`config.mk`:
```
export PLATFORM = sky130hd
export DESIGN_NAME = pipelined_adder_tree
export DESIGN_NICKNAME = d
export VERILOG_FILES = /design/src/rtl/pipelined_adder_tree.sv
export SDC_FILE = /design/constraint.sdc
export NUM_CORES = 1
export LEC_CHECK = 0
export BUFFER_PORTS_ARGS = -buffer_cell sky130_fd_sc_hd__buf_2
export CORE_ASPECT_RATIO = 2
export CORE_MARGIN = 3
export CORE_UTILIZATION = 45
export DETAILED_ROUTE_END_ITERATION = 6
export SLEW_MARGIN = 0
export SYNTH_ARGS = -nofsm -noshare
export SYNTH_HDL_FRONTEND = slang
export SYNTH_SLANG_ARGS = --single-unit
```
`constraint.sdc`:
```
create_clock -name clk -period 2.7 [get_ports clk]
set_clock_uncertainty 0.05 [all_clocks]
set_input_delay 0 -clock clk [delete_from_list [all_inputs] [get_ports clk]]
set_output_delay 0 -clock clk [all_outputs]
set_load 0.01 [all_outputs]
```
`src/rtl/pipelined_adder_tree.sv`:
```
// Pipelined multi-operand unsigned adder: a registered binary tree reduces one beat
// per cycle, and beat sums are accumulated per packet into a saturating result.
module pipelined_adder_tree #(
  parameter int WIDTH        = 3,
  parameter int NUM_OPERANDS = 8,
  parameter int ACC_WIDTH    = 8
) (
  input  logic                          clk,
  input  logic                          rst,
  input  logic                          in_valid,
  output logic                          in_ready,
  input  logic [NUM_OPERANDS*WIDTH-1:0] in_operands,
  input  logic                          in_last,
  output logic                          out_valid,
  input  logic                          out_ready,
  output logic [ACC_WIDTH-1:0]          out_sum,
  output logic                          out_overflow
);

  localparam int LEVELS    = $clog2(NUM_OPERANDS);
  localparam int SUM_WIDTH = WIDTH + LEVELS;
  localparam int NODES     = NUM_OPERANDS - 1;
  localparam int TOP_BASE  = (NODES - 1) * SUM_WIDTH;
  localparam int PAD       = ACC_WIDTH + 1 - SUM_WIDTH;

  // Tree levels 1..LEVELS are packed back to back; level k holds NUM_OPERANDS>>k nodes.
  function automatic int level_base(input int k);
    return (NUM_OPERANDS - 2 * (NUM_OPERANDS >> k)) * SUM_WIDTH;
  endfunction

  logic [NODES*SUM_WIDTH-1:0] node_d;
  logic [NODES*SUM_WIDTH-1:0] node_q;
  logic [LEVELS-1:0]          stage_valid;
  logic [LEVELS-1:0]          stage_last;
  logic                       advance;
  logic [ACC_WIDTH-1:0]       acc;
  logic                       ovf;
  logic [SUM_WIDTH-1:0]       tree_sum;
  logic [ACC_WIDTH:0]         total;
  logic                       carry;
  logic [ACC_WIDTH-1:0]       sat_sum;
  logic                       final_valid;
  logic                       final_last;

  assign advance  = !out_valid || out_ready;
  assign in_ready = advance;

  always_comb begin
    node_d = '0;
    for (int i = 0; i < NUM_OPERANDS / 2; i++) begin
      node_d[i*SUM_WIDTH +: SUM_WIDTH] =
        {{LEVELS{1'b0}}, in_operands[2*i*WIDTH +: WIDTH]} +
        {{LEVELS{1'b0}}, in_operands[(2*i+1)*WIDTH +: WIDTH]};
    end
    for (int k = 2; k <= LEVELS; k++) begin
      for (int i = 0; i < (NUM_OPERANDS >> k); i++) begin
        node_d[level_base(k) + i*SUM_WIDTH +: SUM_WIDTH] =
          node_q[level_base(k-1) + 2*i*SUM_WIDTH +: SUM_WIDTH] +
          node_q[level_base(k-1) + (2*i+1)*SUM_WIDTH +: SUM_WIDTH];
      end
    end
  end

  always_ff @(posedge clk) begin
    if (advance) begin
      node_q     <= node_d;
      stage_last <= (stage_last << 1) | LEVELS'(in_last);
    end
  end

  always_ff @(posedge clk) begin
    if (rst) begin
      stage_valid <= '0;
    end else if (advance) begin
      stage_valid <= (stage_valid << 1) | LEVELS'(in_valid);
    end
  end

  assign final_valid = stage_valid[LEVELS-1];
  assign final_last  = stage_last[LEVELS-1];
  assign tree_sum    = node_q[TOP_BASE +: SUM_WIDTH];
  assign total       = {1'b0, acc} + {{PAD{1'b0}}, tree_sum};
  assign carry       = total[ACC_WIDTH];
  assign sat_sum     = carry ? {ACC_WIDTH{1'b1}} : total[ACC_WIDTH-1:0];

  // A last beat publishes the packet total and clears the accumulator in the same edge,
  // so the next packet can follow without an idle cycle.
  always_ff @(posedge clk) begin
    if (rst) begin
      acc          <= '0;
      ovf          <= 1'b0;
      out_valid    <= 1'b0;
      out_sum      <= '0;
      out_overflow <= 1'b0;
    end else if (advance) begin
      if (final_valid && final_last) begin
        out_sum      <= sat_sum;
        out_overflow <= ovf | carry;
        out_valid    <= 1'b1;
        acc          <= '0;
        ovf          <= 1'b0;
      end else begin
        out_valid <= 1'b0;
        if (final_valid) begin
          acc <= sat_sum;
          ovf <= ovf | carry;
        end
      end
    end
  end

endmodule

```
Yosys cells after proc, flatten, opt, wreduce, memory -nomap -nowiden
Cells that the tools add are included.
{ "word_totals": {"in_bits": 29, "reg_bits": 67, "wordCells": 31} }
{ "classes": {"bitwise_logic": 3, "mux": 6, "reduce_logical": 6, "n_addsub": 8} }
{ "ops": {"columns": ["operator", "n"], "rows": [
  ["2-to-1 mux 8 bit", 3],
  ["adder 6 bit", 3],
  ["adder 3 x 3 -> 4 bit", 4],
  ["adder 8 x 6 -> 9 bit", 1],
  ["OR 3 x 1 -> 3 bit", 2],
  ["AND reduction 2 bit", 2],
  ["2-to-1 mux 1 bit", 3],
  ["nonzero test 2 bit", 1],
  ["logical AND 1 bit", 1],
  ["zero test 1 bit", 1],
  ["logical OR 1 bit", 1],
  ["OR 1 bit", 1]
]} }

Longest topological paths before layout
{ "logic_depth": {"depth_word": 4, "mapped_depth": 7, "mapped_depth_nobuf": 6} }

Worst setup path after synthesis
OpenSTA, ideal clock, no wires.
{ "synth_timing": {"path_kind": "register to register", "startpoint": "register node_q[36]", "endpoint": "register acc[6]", "setup_ps": 79, "t_required_ps": 2571, "arrival_ps": 1867, "path_buffers": 1, "path_stages_with_launch": 8, "path_slack_ps": 704, "cell_sequence": "edfxtp_1 > ha_1 > fa_1 > a21oi_1 > o211ai_2 > buf_6 > a31o_1 > a211oi_2"} }
{ "synth_via": {"elab_chain_cells": 4} }
{ "synth_lines": {"columns": ["item", "line_no", "source"], "rows": [
  ["start: declaration", "32", "logic [NODES*SUM_WIDTH-1:0] node_q;"],
  ["start signal: assignment", "66", "node_q <= node_d;"],
  ["adder 8 x 6 -> 9 bit", "82", "assign total = {1'b0, acc} + {{PAD{1'b0}}, tree_sum};"],
  ["2-to-1 mux 8 bit", "84", "assign sat_sum = carry ? {ACC_WIDTH{1'b1}} : total[ACC_WIDTH-1:0];"],
  ["2-to-1 mux 8 bit", "104", "if (final_valid) begin"],
  ["2-to-1 mux 8 bit", "96", "if (final_valid && final_last) begin"],
  ["end signal: assignment", "105", "acc <= sat_sum;"],
  ["end: declaration", "36", "logic [ACC_WIDTH-1:0] acc;"]
]} }
No other way between the ends. The select of a mux whose other input is x is not followed.
A chain may end at the register's enable or synchronous reset.

Final worst setup path
{ "layout_timing": {"startpoint": "register node_q[36]", "endpoint": "register out_sum[6]"} }
{ "layout_via": {"elab_chain_cells": 2} }
{ "layout_lines": {"columns": ["item", "line_no", "source"], "rows": [
  ["adder 8 x 6 -> 9 bit", "82", null],
  ["2-to-1 mux 8 bit", "84", null],
  ["end signal: assignment", "97", "out_sum <= sat_sum;"],
  ["end: declaration", "16", "output logic [ACC_WIDTH-1:0] out_sum,"]
]} }
No other way between the ends.

==> flow_summary.toml <==
[setup_path]
cp.arrival_ns = 2.40
crit_chain = "ha_1 > fa_1 > a21oi_1 > o211ai_2 > and3_1 > o41ai_1"
slowest_stage = "fa_1"
startpoint = "node_q[36]"
setup.worst_path.end_class = "flip-flop"
crit_required_ns = 2.88
path_max_fanout = 11
r2r-start = "node_q[36]"
path_buf_inv = 0
cp_top_family = "compound AO/OA/AOI/OAI gates"
cp_slowest_stage_delay_ns = 0.43
start_kind = "flip-flop"
crit_type = "reg -> reg"

[grt]
grt_usage_pct = 17.07
grt_pass1_wl_um = 9777
grt.overflow.total = 0
grt_pass1_vias = 2208
grt_start_max_net_pins = 42
grt_antenna_before_repair = 0

[logic_synthesis]
synth.avg_cell_area_sq_um = 11.77
ys_seq_area_share_pct = 48.91
synthDistinctLibCells = 51
yosysTopAreaCell = "edfxtp_1"
synth_ff_type = "edfxtp_1"
syn_area_sq_um = 3049
synth.top_cell.area_share_pct = 34.47
syn-num-nets = 327
synth-edff-count = 35
netlist_top_cells_area = "edfxtp_1 (34%), dfxtp_1 (14%), ha_1 (13%)"
synthCells = 259
ys_seq_elements = 57
yosysWarnings = 0
ys_async_sr_fraction_pct = 0

[routing]
initialDrtViolationCount = 128
dr_total_vias = 2195
vias_per_cell = 5.393
totalWireLength_um = 5979
routedWlPerCell_um = 14.69
antenna_left = 0
first_pass_iters = 4
drc_errors = 0

[clock_tree]
cts_sinks = 57
cts_tree = "done"
clk_pin_slew_ns = 0.05
insertion_delay_ns = 0.32
numCtsBuffers = 9
cts_max_level = 3
cts_root_buffer = "clkbuf_16"
clock_path_buffers = 2

[final_layout]
fin_area_sq_um = 3767
n_fill_cell = 577
layout.nets = 384
num_antenna_cells = 0
seq_area_sq_um = 1491
multi_input_area_sq_um = 1424
fin_util_pct = 58.28
area_growth_pct = 23.55
final_layout_size_suffix_gt1_share_pct = 20.56

[run]
maxCapViolCount = 0

[floorplanning]
ioPinCount = 40
start_util_pct = 47.17
die-height_um = 122.4
core_sq_um = 6464
die_w_um = 64.21
core.rowCount = 41
die_area_sq_um = 7859

[power]
power_leakage_nw = 1.675
vdd_drop_max_mv = 0.7196
power.density_nw_per_um2 = 828.9

[hold_path]
hp-start = "in_operands[5]"
hold_path.class = "in -> reg"

[sta]
min_period_ns = 2.225
slew_headroom_pct = 65.23
fin_setup_tns_ns = 0
tightest_slew_ns = 0.5213
fmax_ghz = 0.4494
drv_slew = 0
finalWorstSetupSlack_ns = 0.4746
grt_setup_unrepaired = "no"
fin_crit_sh_pct = 82.42
final-hold-violation-count = 0
setup_viol = 0

[placement]
place.gp.congestion = 0.9019
portBuffers = 39
pre_cts_slack_ns = 0.4974
dpl-instance-area_sq_um = 3308
hpwl_um = 4442

[run_status]
status = "finished clean"
registers in the layout, indices dropped and copies added, names as in the netlist:
signal	count
acc	8
ovf	1
out_valid	1
node_q	32
out_sum	8
stage_valid	3
out_overflow	1
stage_last	3
placed cells by master, fill, tap and decap left out, types with 2 or more instances in the layout:
cell           synthesis  final
dfxtp_1               22     22
a211oi_1               6      6
and3_1                 3      3
nor2_1                15     15
buf_2                  2     39
a311oi_1               2      2
xnor2_1                9      9
xor2_1                 3      3
nor3_1                 3      3
fa_1                   8      8
a21oi_1               16     16
nand3_1               11     11
inv_1                 21     21
o41ai_1                2      2
o21ai_0                5      5
a21o_1                16     16
nand2_1               14     14
ha_1                  31     31
dlygate4sd3_1          0     13
a211oi_2               2      2
clkbuf_16              0     12
edfxtp_1              35     35
synth_stat cells, types with 3 or more instances:
cell      count
edfxtp_1     35
ha_1         31
dfxtp_1      22
inv_1        21
a21o_1       16
a21oi_1      16
nor2_1       15
nand2_1      14
nand3_1      11
xnor2_1       9
fa_1          8
a211oi_1      6
o21ai_0       5
and3_1        3
buf_6         3
nor3_1        3
xor2_1        3
worst register-to-register path, stage by stage (launching register included):
cell and delay (ns):
edfxtp_1 0.36, ha_1 0.24, fa_1 0.43, a21oi_1 0.25, o211ai_2 0.26, and3_1 0.27, o41ai_1 0.27
power by group:
part           leakage (nW)  internal [mW]  switching, mW
sequential            0.553           1.14         0.0794
combinational         0.958          0.339          0.374
clock                 0.165          0.812          0.383
path summary, 6_finish.rpt:
kind / end / slack [ns] / cells after the start
setup / recovery: out_sum[6] / 0.47 / 6
hold / removal: node_q[3] / 0.01 / 3
setup reg to reg: out_sum[6] / 0.47 / 6
hold reg to reg: stage_last[1] / 0.38 / 0
routing by layer:
layer | global-route usage, % | up-vias | part of all wire (%) | wire length, um
met2 | 31.50 | 64 | 55 | 3272
met5 | 0 | - | 0 | 0
met4 | 14.44 | 0 | 8.1 | 483
li1 | - | 1067 | - | -
met3 | 4.762 | 24 | 4.4 | 261
met1 | 14.44 | 1040 | 33 | 1962
repair_timing:
action	CTS	global route
buffers inserted	0	0
hold endpoints to repair	9	0
resized for setup	0	0
setup endpoints to repair	0	0
hold buffers	13	0
kinds of logic after synthesis:
family                     after synthesis  synth area share (%)
DFF                                     57                 48.91
buffers and inverters                   29                 4.390
adders and majority gates               39                 17.97
xor gates and xnor gates                12                 3.447
AOI/OAI and AO/OA                       65                 15.84
and+or+nand+nor                         57                 9.438
per-stage QoR:
| step | total power [mW] | hold slack [ns] | cells |
|---|---|---|---|
| after global routing | 3.294 | 0.03150 | 407 |
| after global placement | 1.909 | 0.1259 | 378 |
| after detailed placement | 1.929 | 0.1315 | 378 |
| after floorplan | 1.754 | 0.04887 | 259 |
| final | 3.123 | 0.01446 | 407 |
| after CTS | 3.165 | 0.004693 | 407 |
final cells by class:
| cell class | instances | share of cell area, % |
|---|---|---|
| Timing Repair Buffer | 53 | 8.834 |
| Sequential cell | 57 | 39.59 |
| Clock buffer | 14 | 8.436 |
| Multi-Input combinational cell | 173 | 37.79 |
| Tap cell | 86 | 2.856 |
| Clock inverter | 2 | 0.2989 |
| Inverter | 22 | 2.192 |
Note: power is estimated with default switching activity, not from simulation.
